==> src/rtl/fullchip_pkg.sv <==
// Shared definitions for the fullchip instruction sequencer.
//  - seq_state_e : sequencer phase encoding
//  - INST_*      : bit positions inside the 17-bit fullchip inst word
//  - phase_last  : terminal count (length - 1) of each phase
package fullchip_pkg;

  typedef enum logic [3:0] {
    S_IDLE,
    S_QWR,
    S_KWR,
    S_GAP,
    S_LOAD,
    S_EXEC,
    S_OFIFO,
    S_ACC,
    S_FDRAIN,
    S_DIV,
    S_DONE
  } seq_state_e;

  localparam int INST_W         = 17;
  localparam int INST_OFIFO_RD  = 16;
  localparam int INST_QK_ADD_HI = 15;
  localparam int INST_QK_ADD_LO = 12;
  localparam int INST_P_ADD_HI  = 11;
  localparam int INST_P_ADD_LO  = 8;
  localparam int INST_EXEC      = 7;
  localparam int INST_LOAD      = 6;
  localparam int INST_QMEM_RD   = 5;
  localparam int INST_QMEM_WR   = 4;
  localparam int INST_KMEM_RD   = 3;
  localparam int INST_KMEM_WR   = 2;
  localparam int INST_PMEM_RD   = 1;
  localparam int INST_PMEM_WR   = 0;

  localparam int CNT_W = 8;

  // Last counter value of a phase. For QWR/KWR the counter advances on
  // accepted beats only, so this is the index of the final beat.
  function automatic logic [CNT_W-1:0] phase_last(input seq_state_e s,
                                                  input int n_col,
                                                  input int n_q,
                                                  input int n_gap);
    int len;
    len = 1;
    case (s)
      S_QWR:            len = n_q;
      S_KWR:            len = n_col;
      S_GAP:            len = n_gap;
      S_LOAD:           len = n_col + 2;
      S_EXEC, S_OFIFO:  len = n_q;
      S_ACC, S_DIV:     len = n_q + 1;
      S_FDRAIN:         len = n_q + 2;
      default:          len = 1;
    endcase
    return CNT_W'(len - 1);
  endfunction

endpackage

==> src/rtl/seq_phase_cnt.sv <==
// Phase cycle counter for the instruction sequencer.
//  clk, reset (sync, active-low)
//  clr  : zero the count (phase entry), wins over en
//  en   : advance by one
//  last : terminal value of the current phase
//  cnt  : current count
//  tc   : cnt == last
module seq_phase_cnt #(
  parameter int W = 8
) (
  input  logic         clk,
  input  logic         reset,
  input  logic         clr,
  input  logic         en,
  input  logic [W-1:0] last,
  output logic [W-1:0] cnt,
  output logic         tc
);

  logic [W-1:0] cnt_q;
  logic [W-1:0] cnt_d;

  always_comb begin
    cnt_d = cnt_q;
    if (clr) begin
      cnt_d = '0;
    end else if (en) begin
      cnt_d = cnt_q + W'(1);
    end
  end

  always_ff @(posedge clk) begin
    if (!reset) begin
      cnt_q <= '0;
    end else begin
      cnt_q <= cnt_d;
    end
  end

  assign cnt = cnt_q;
  assign tc  = (cnt_q == last);

endmodule

==> src/rtl/fullchip_inst_seq.sv <==
// Hardware initiator for the fullchip inst bus. Accepts total_cycle Q vectors
// then col K vectors over a valid/ready stream and plays one attention pass:
// Qmem wr, Kmem wr, K load, execute, ofifo->pmem, pmem->sfp acc, sum-fifo
// drain, div.
//  clk, reset   : single clock, synchronous active-low reset
//  start        : pulse in IDLE begins a pass
//  in_data/in_valid/in_ready : Q/K vector stream (in_ready comb from state)
//  inst         : {ofifo_rd,qkmem_add,pmem_add,execute,load,qmem_rd,qmem_wr,
//                  kmem_rd,kmem_wr,pmem_rd,pmem_wr}
//  mem_in       : registered data of the last accepted beat
//  acc/div/fifo_ext_rd : sfp and sum fifo controls
//  busy         : high outside IDLE; done : one-cycle pulse leaving DONE
module fullchip_inst_seq
  import fullchip_pkg::*;
#(
  parameter int bw          = 8,
  parameter int pr          = 16,
  parameter int col         = 8,
  parameter int total_cycle = 8,
  parameter int gap         = 10
) (
  input  logic                clk,
  input  logic                reset,
  input  logic                start,
  input  logic [pr*bw-1:0]    in_data,
  input  logic                in_valid,
  output logic                in_ready,
  output logic [INST_W-1:0]   inst,
  output logic [pr*bw-1:0]    mem_in,
  output logic                acc,
  output logic                div,
  output logic                fifo_ext_rd,
  output logic                busy,
  output logic                done
);

  localparam logic [CNT_W-1:0] COL_C = CNT_W'(col);

  seq_state_e        state_q, state_d;
  seq_state_e        ret_q, ret_d;
  logic [INST_W-1:0] inst_q, inst_d;
  logic [pr*bw-1:0]  mem_in_q, mem_in_d;
  logic              acc_q, acc_d;
  logic              div_q, div_d;
  logic              fifo_ext_rd_q, fifo_ext_rd_d;
  logic              busy_q, busy_d;
  logic              done_q, done_d;

  logic [CNT_W-1:0]  cnt;
  logic [CNT_W-1:0]  cnt_last;
  logic              cnt_tc;
  logic              cnt_en;
  logic              cnt_clr;
  logic              beat;
  logic [3:0]        qk_add;
  logic [3:0]        p_add;
  logic [3:0]        hold_add;

  assign in_ready = (state_q == S_QWR) || (state_q == S_KWR);
  assign beat     = in_valid & in_ready;
  assign cnt_last = phase_last(state_q, col, total_cycle, gap);
  assign cnt_clr  = (state_d != state_q);

  // While stalled in QWR/KWR the address stays on the last written slot,
  // which is 0 before the first beat of the phase.
  assign hold_add = (cnt == '0) ? 4'd0 : 4'(cnt - CNT_W'(1));

  seq_phase_cnt #(
    .W (CNT_W)
  ) u_cnt (
    .clk   (clk),
    .reset (reset),
    .clr   (cnt_clr),
    .en    (cnt_en),
    .last  (cnt_last),
    .cnt   (cnt),
    .tc    (cnt_tc)
  );

  always_comb begin
    state_d       = state_q;
    ret_d         = ret_q;
    cnt_en        = 1'b1;
    inst_d        = '0;
    mem_in_d      = mem_in_q;
    acc_d         = 1'b0;
    div_d         = 1'b0;
    fifo_ext_rd_d = 1'b0;
    done_d        = 1'b0;
    qk_add        = 4'd0;
    p_add         = 4'd0;

    case (state_q)
      S_IDLE: begin
        cnt_en = 1'b0;
        if (start) begin
          state_d = S_QWR;
        end
      end

      S_QWR: begin
        cnt_en = beat;
        qk_add = hold_add;
        if (beat) begin
          inst_d[INST_QMEM_WR] = 1'b1;
          qk_add               = cnt[3:0];
          mem_in_d             = in_data;
          if (cnt_tc) begin
            state_d = S_KWR;
          end
        end
      end

      S_KWR: begin
        cnt_en = beat;
        qk_add = hold_add;
        if (beat) begin
          inst_d[INST_KMEM_WR] = 1'b1;
          qk_add               = cnt[3:0];
          mem_in_d             = in_data;
          if (cnt_tc) begin
            state_d = S_GAP;
            ret_d   = S_LOAD;
          end
        end
      end

      S_GAP: begin
        if (cnt_tc) begin
          state_d = ret_q;
        end
      end

      // load spans col+2 cycles; kmem reads run on cycles 1..col and the
      // address lags the cycle count by two, parking at 0 on the final cycle.
      S_LOAD: begin
        inst_d[INST_LOAD]    = 1'b1;
        inst_d[INST_KMEM_RD] = (cnt >= CNT_W'(1)) && (cnt <= COL_C);
        if ((cnt >= CNT_W'(2)) && (cnt <= COL_C)) begin
          qk_add = 4'(cnt - CNT_W'(2));
        end
        if (cnt_tc) begin
          state_d = S_GAP;
          ret_d   = S_EXEC;
        end
      end

      S_EXEC: begin
        inst_d[INST_EXEC]    = 1'b1;
        inst_d[INST_QMEM_RD] = 1'b1;
        qk_add               = cnt[3:0];
        if (cnt_tc) begin
          state_d = S_GAP;
          ret_d   = S_OFIFO;
        end
      end

      S_OFIFO: begin
        inst_d[INST_OFIFO_RD] = 1'b1;
        inst_d[INST_PMEM_WR]  = 1'b1;
        p_add                 = cnt[3:0];
        if (cnt_tc) begin
          state_d = S_GAP;
          ret_d   = S_ACC;
        end
      end

      // ACC and DIV run one cycle past total_cycle; the address wraps mod 16.
      S_ACC: begin
        acc_d                = 1'b1;
        inst_d[INST_PMEM_RD] = 1'b1;
        p_add                = cnt[3:0];
        if (cnt_tc) begin
          state_d = S_FDRAIN;
        end
      end

      S_FDRAIN: begin
        fifo_ext_rd_d = 1'b1;
        if (cnt_tc) begin
          state_d = S_DIV;
        end
      end

      S_DIV: begin
        div_d                = 1'b1;
        inst_d[INST_PMEM_RD] = 1'b1;
        p_add                = cnt[3:0];
        if (cnt_tc) begin
          state_d = S_DONE;
        end
      end

      S_DONE: begin
        done_d  = 1'b1;
        state_d = S_IDLE;
      end

      default: begin
        state_d = S_IDLE;
      end
    endcase

    inst_d[INST_QK_ADD_HI:INST_QK_ADD_LO] = qk_add;
    inst_d[INST_P_ADD_HI:INST_P_ADD_LO]   = p_add;
    // busy follows the state being entered so it is high for every non-IDLE
    // cycle, not one cycle late.
    busy_d = (state_d != S_IDLE);
  end

  always_ff @(posedge clk) begin
    if (!reset) begin
      state_q       <= S_IDLE;
      ret_q         <= S_IDLE;
      inst_q        <= '0;
      mem_in_q      <= '0;
      acc_q         <= 1'b0;
      div_q         <= 1'b0;
      fifo_ext_rd_q <= 1'b0;
      busy_q        <= 1'b0;
      done_q        <= 1'b0;
    end else begin
      state_q       <= state_d;
      ret_q         <= ret_d;
      inst_q        <= inst_d;
      mem_in_q      <= mem_in_d;
      acc_q         <= acc_d;
      div_q         <= div_d;
      fifo_ext_rd_q <= fifo_ext_rd_d;
      busy_q        <= busy_d;
      done_q        <= done_d;
    end
  end

  assign inst        = inst_q;
  assign mem_in      = mem_in_q;
  assign acc         = acc_q;
  assign div         = div_q;
  assign fifo_ext_rd = fifo_ext_rd_q;
  assign busy        = busy_q;
  assign done        = done_q;

endmodule

==> config.mk <==
export PLATFORM = sky130hd
export DESIGN_NAME = fullchip_inst_seq
export DESIGN_NICKNAME = d
export VERILOG_FILES = /design/src/rtl/fullchip_pkg.sv /design/src/rtl/seq_phase_cnt.sv /design/src/rtl/fullchip_inst_seq.sv
export SDC_FILE = /design/constraint.sdc
export NUM_CORES = 1
export LEC_CHECK = 0
export BUFFER_PORTS_ARGS = -buffer_cell sky130_fd_sc_hd__buf_2
export CAP_MARGIN = 20
export CORE_MARGIN = 2
export CORE_UTILIZATION = 40
export DETAILED_ROUTE_END_ITERATION = 16
export PLACE_DENSITY = 0.66
export SETUP_SLACK_MARGIN = 0.05
export SLEW_MARGIN = 20
export SYNTH_ARGS = -nofsm -noshare
export SYNTH_HDL_FRONTEND = slang
export SYNTH_SLANG_ARGS = --single-unit
==> constraint.sdc <==
create_clock -name clk -period 4.3 [get_ports clk]
set_input_delay 0.43 -clock clk [delete_from_list [all_inputs] [get_ports clk]]
set_output_delay 0.43 -clock clk [all_outputs]
set_load 0.005 [all_outputs]
==> results of run 1 <==
==> worst register-to-register path, cell delays in order, from the launching register on <==
cell and delay, ns:
dfxtp_1 0.69, and2b_1 0.30, nor2_1 0.25, or2_4 0.66, buf_12 0.36, nand2_1 0.13
a21boi_0 0.18
==> registers in the layout, summed over array words and instances (netlist names), named ones only <==
register	cells
ret_q	3
done	1
state_q	4
fifo_ext_rd	1
acc	1
div	1
mem_in	128
busy	1
inst	15
u_cnt.cnt	8
==> kinds of logic (layout without fill, tap and decap cells) <==
group                    after synthesis  in the layout
flip-flops                           166            166
XOR/XNOR                              13             13
AO/OA/AOI/OAI                        179            179
multiplexers                           1              1
AND/OR/NAND/NOR                      354            354
adder cells (fa/ha/maj)               10             10
buffers and inverters                 67            328
other                                  0              2
==> synth_stat cells (all sizes together) <==
library cell | count | share of area [%]
and3 | 4 | 0.38
a21oi | 14 | 1.1
buf | 25 | 2.2
or3b | 1 | 0.13
a32oi | 1 | 0.13
o22ai | 1 | 0.094
xor2 | 3 | 0.39
nor2 | 40 | 2.6
a311oi | 2 | 0.26
nand4b | 1 | 0.36
nor3b | 3 | 0.34
nor2b | 5 | 0.47
nor3 | 5 | 0.71
a2111o | 1 | 0.17
o21a | 2 | 0.23
clkbuf | 30 | 1.7
and4 | 1 | 0.13
o211ai | 4 | 0.45
or2 | 2 | 0.19
nor4 | 2 | 0.19
a31o | 1 | 0.13
inv | 12 | 0.68
o311ai | 1 | 0.13
a22oi | 2 | 0.23
dfxtp | 166 | 50
a31oi | 2 | 0.19
xnor2 | 10 | 1.4
or3 | 4 | 0.38
a21boi | 132 | 15
nand2b | 2 | 0.19
and2b | 1 | 0.11
nand2 | 275 | 16
o21ai | 13 | 0.98
and2 | 2 | 0.19
mux2i | 1 | 0.15
a211oi | 1 | 0.11
nand3 | 6 | 0.45
ha | 10 | 1.9
o2bb2ai | 1 | 0.13
o311a | 1 | 0.15
==> final timing paths <==
| path | from | to | slack, ns |
|---|---|---|---|
| setup / recovery | state_q[0]$_SDFF_PN0_ | mem_in[103]$_SDFFE_PN0P_ | 1.65 |
| hold / removal | in_data[61] | mem_in[61]$_SDFFE_PN0P_ | 0.26 |
| setup reg to reg | state_q[0]$_SDFF_PN0_ | mem_in[103]$_SDFFE_PN0P_ | 1.65 |
| hold reg to reg | ret_q[0]$_SDFFE_PN0P_ | ret_q[0]$_SDFFE_PN0P_ | 0.45 |
==> final cells by class <==
cell class | instances | area share, %
antenna | 2 | 0.05728
clock buffer | 23 | 5.700
clock inverter | 7 | 1.088
inverter | 12 | 0.5155
multi-input combinational | 557 | 34.78
sequential | 166 | 38.04
tap | 220 | 3.151
timing repair buffer | 286 | 16.67
==> power breakdown <==
part           switching (mW)  leakage [nW]  internal, mW
combinational           0.232          2.29         0.188
clock                   0.593         0.279         0.926
sequential             0.0443          1.35          1.62
==> per-stage QoR <==
step | util, % | power (mW) | setup WS, ns | hold slack, ns | area (um2)
2_1_floorplan | - | 1.933 | 1.985 | 0.4307 | 6655
3_3_place_gp | 49.61 | 2.119 | 1.668 | 0.4396 | 8139
3_5_place_dp | 49.61 | 2.122 | 1.598 | 0.4500 | 8139
4_1_cts | 53.22 | 3.655 | 1.598 | 0.2371 | 8732
5_1_grt | 53.22 | 3.771 | 1.334 | 0.2439 | 8732
6_report | 53.25 | 3.601 | 1.646 | 0.2581 | 8737
==> layer usage <==
layer,GRT usage [%],share of wire [%],routed length (um)
met5,0,0,0
met4,6.930,1.6,284
met3,7.395,8.3,1427
met2,32.35,47,8183
met1,22.75,43,7350
==> impl_metrics.json, run 1 <==
{
  "outcome": "completed",
  "critPathKind": "flip-flop to flip-flop",
  "drive_gt1_share_pct": 31.59,
  "rsz0062_at_grt": "no",
  "io_pins": 283,
  "initial_core_util_pct": 40.56,
  "grt_pass1_wl_um": 27530,
  "fillerInstances": 1604,
  "ys_seq_elements": 166,
  "crit_cells": 6,
  "crit_family": "simple AND/OR/NAND/NOR gates",
  "path_buf_inv": 1,
  "layout_common_cells": "buf_2 (281), nand2_1 (275), dfxtp_1 (166), a21boi_0 (130), nor2_1 (31)",
  "period_needed_ns": 2.654,
  "synth_xor_xnor_area_share_pct": 1.824,
  "synth_adder_area_share_pct": 1.880,
  "synth_compound_area_share_pct": 19.38,
  "cts_buffers": 17,
  "dp_cells": 1241,
  "wl_per_cell_um": 13.55,
  "cts_sinks": 166,
  "synth_top_family_by_area": "simple AND/OR/NAND/NOR gates",
  "post_cts_buffers": 0,
  "path_clk_slew_ns": 0.06,
  "layout_commonest_cell": "buf_2",
  "drc_errors": 0,
  "finalCritPeriodShare_pct": 61.73,
  "hold_depth": 3,
  "track_usage_pct": 19.39,
  "portBuffers": 282,
  "reg2reg_depth": 6,
  "setup_viol": 0,
  "synth.net_count": 932,
  "htreeDepth": 4,
  "critPathMaxFanout": 65,
  "stdcell_count": 1273,
  "antenna_found_initial": 2,
  "total_leakage_power_nw": 3.922,
  "worstPathCellList": "and2b_1 > nor2_1 > or2_4 > buf_12 > nand2_1 > a21boi_0",
  "dpl.hpwl_um": 12030,
  "grt_max_degree": 96,
  "yosysSeqAreaShare_pct": 49.93,
  "std_cell_rows": 47,
  "gr-total-overflow": 0,
  "core_area_um2": 16410,
  "finalHoldViolCount": 0,
  "syn2layout_area_growth_pct": 31.28,
  "cts_tree": "built",
  "die_height_um": 133.0,
  "vias_per_cell": 4.631,
  "gp_congestion": 0.8100,
  "yosys.area_share.simple_pct": 22.28,
  "synthCells": 790,
  "ctsResizeCount": 0,
  "seqCellArea_um2": 3323,
  "slowest_delay_ns": 0.69,
  "synth_area_um2": 6655,
  "slew_violations": 0,
  "tightest_slew_ns": 0.9088,
  "dieArea_um2": 17690,
  "maxCapViolCount": 0,
  "startpoint_type": "flip-flop",
  "layout.nets": 1182,
  "max_freq_ghz": 0.3767,
  "clockBufferDepth": 2,
  "ys_warn_count": 0,
  "clk_latency_ns": 0.41,
  "postSynthAreaPerCell_um2": 8.424,
  "synthMuxAreaShare_pct": 0.1504,
  "powerDensity_nw_per_um2": 412.1,
  "multiInputGateArea_um2": 3039,
  "setup_tns_ns": 0,
  "dieWidth_um": 133.0,
  "ir_worst_vdd_mv": 0.2481,
  "antenna_left": 0,
  "crit_path_end_kind": "flip-flop",
  "grt_pass1_vias": 5474,
  "slowest_stage": "dfxtp_1",
  "cp.arrival_ns": 2.99,
  "holdCritPathClass": "primary input to flip-flop",
  "via_count": 5895,
  "yosysUniqueCellTypes": 47,
  "drt-initial-drc-count": 248,
  "root_buffer": "clkbuf_16",
  "wirelength_um": 17250,
  "critPathRequiredTime_ns": 4.63,
  "clock_skew_ns": 0.004347,
  "firstDrtPassIters": 4,
  "slew_headroom_pct": 38.64,
  "postCtsHoldBufs": 0
}
(Power assumes the default switching activity.)
==> inputs of run 2 (changes only) <==
clock period = 2.5 ns   (was 4.3 ns; I/O delays follow)
==> run 2 against run 1 <==
Clock-buffer cell count shrank 5. Clock power grew 66%. First-iteration DRC count grew 19%. Non-clock buffer count grew 12. Sequential share of layout area shrank 0.56 points. Sequential cell count is the same. Combinational power grew 83%. Largest cell class unchanged. Highest routed layer is now met5.
==> impl_metrics.json, run 2 (same netlist as run 1, synthesis figures left out) <==
{
  "outcome": "completed",
  "antenna_left": 0,
  "largest_reg_flops": 128,
  "critPathRequiredTime_ns": 2.86,
  "wl_per_cell_um": 13.56,
  "finalCritPeriodShare_pct": 93.04,
  "cp.arrival_ns": 2.69,
  "slowest_delay_ns": 0.48,
  "slew_headroom_pct": 33.68,
  "maxCapViolCount": 0,
  "syn2layout_area_growth_pct": 33.30,
  "htreeDepth": 4,
  "final_core_util_pct": 54.07,
  "via_count": 6043,
  "stdcell_count": 1287,
  "layout.nets": 1194,
  "setup_viol": 0,
  "whs_ns": 0.06053,
  "dpl.hpwl_um": 12210,
  "dp_slack_ns": -0.02073,
  "max_freq_ghz": 0.4299,
  "cts_sinks": 166,
  "die_height_um": 133.0,
  "gp_congestion": 0.8314,
  "cpMostUsedCell": "ha_1",
  "grt_pass1_vias": 5668,
  "powerDensity_nw_per_um2": 692.5,
  "holdCritPathClass": "primary input to flip-flop",
  "critPathMaxFanout": 8,
  "period_needed_ns": 2.326,
  "std_cell_rows": 47,
  "io_pins": 283,
  "root_buffer": "clkbuf_16",
  "layout_commonest_cell": "buf_2",
  "worstPathCellList": "inv_1 > ha_1 > ha_1 > xnor2_1 > a21oi_2 > nand4b_4 > o311a_4 > o21ai_1 > or3b_4 > nor2_2",
  "vias_per_cell": 4.695,
  "slew_violations": 0,
  "drc_errors": 0,
  "antenna_found_initial": 3,
  "dp_cells": 1251,
  "path_buf_inv": 1,
  "wirelength_um": 17450,
  "clockBufferDepth": 2,
  "cts_buffers": 17,
  "setup_ws_ns": 0.1741,
  "rsz0062_at_grt": "yes",
  "startpoint_type": "flip-flop",
  "clock_skew_ns": 0.009921,
  "drive_gt1_share_pct": 33.05,
  "layout_common_cells": "buf_2 (281), nand2_1 (275), dfxtp_1 (165), a21boi_0 (130), nor2_1 (30)",
  "portBuffers": 282,
  "initial_core_util_pct": 40.56,
  "tightest_slew_ns": 0.9824,
  "ir_worst_vdd_mv": 0.4415,
  "slowest_stage": "or3b_4",
  "top_layer": "met5",
  "met1_length_um": 7430,
  "track_usage_pct": 19.63,
  "crit_path_end_kind": "flip-flop",
  "firstDrtPassIters": 7,
  "fillerInstances": 1589,
  "wl_met3_um": 1345,
  "grt_max_degree": 112,
  "total_leakage_power_nw": 3.983,
  "gr-total-overflow": 0,
  "power.total_mw": 6.144,
  "dr_wl_met2_um": 8274,
  "grt_pass1_wl_um": 28010,
  "cts_tree": "built",
  "critPathKind": "flip-flop to flip-flop",
  "crit_family": "simple AND/OR/NAND/NOR gates",
  "core_area_um2": 16410,
  "finalHoldViolCount": 0,
  "path_clk_slew_ns": 0.07,
  "clk_latency_ns": 0.43,
  "dieArea_um2": 17690,
  "dieWidth_um": 133.0,
  "drt-initial-drc-count": 294
}
==> run 2: worst min-delay path: stages <==
cell and delay [ns]:
buf_2 0.09, nand2_1 0.04, a21boi_0 0.06
==> run 2: timing repair <==
action                                  CTS  global route
endpoints found under the setup margin    8            21
hold buffers                              0             0
pin swaps                                 0             5
gates resized for setup                   1             7
setup buffers                             0             2
==> run 2: power breakdown <==
| group | internal, mW | switching [mW] |
|---|---|---|
| Sequential | 2.78 | 0.0700 |
| Clock | 1.40 | 1.12 |
| Combinational | 0.354 | 0.414 |
| Total | 4.54 | 1.61 |
==> run 2: worst paths after layout <==
| check | cells past startpoint | from | slack, ns | end |
|---|---|---|---|---|
| worst max-delay path | 10 | flip-flop | 0.17 | u_cnt.cnt[2]$_SDFFE_PP0P_ |
| worst max register to register | 10 | flip-flop | 0.17 | u_cnt.cnt[2]$_SDFFE_PP0P_ |
| worst min-delay path | 3 | in_data[29] | 0.06 | mem_in[29]$_SDFFE_PN0P_ |
| worst min register to register | 2 | ret_q[0]$_SDFFE_PN0P_ | 0.46 | ret_q[0]$_SDFFE_PN0P_ |
==> run 2: metal layers <==
| metal | up-vias | GRT usage (%) |
|---|---|---|
| met4 | 2 | 7.348 |
| met3 | 30 | 7.241 |
| met1 | 2720 | 23.35 |
| li1 | 3098 | - |
| met2 | 193 | 32.41 |
| met5 | - | 0 |
==> run 2: stage by stage <==
step | TNS [ns] | instance area, um2
2_1_floorplan | 0 | 6655
4_1_cts | 0 | 8831
3_3_place_gp | 0 | 8264
6_report | 0 | 8871
5_1_grt | 0 | 8866
3_5_place_dp | -0.08693 | 8264
==> run 2: cell type report <==
type,instances,area [um2],share of cell area (%)
diodes,2,5.005,0.05642
clock buffers,18,439.2,4.951
clock inverters,14,125.1,1.410
inverters,12,45.04,0.5078
multi-input cells,557,3060,34.50
flip-flops and latches,166,3324,37.48
well taps,220,275.3,3.103
repair buffers,298,1597,18.00
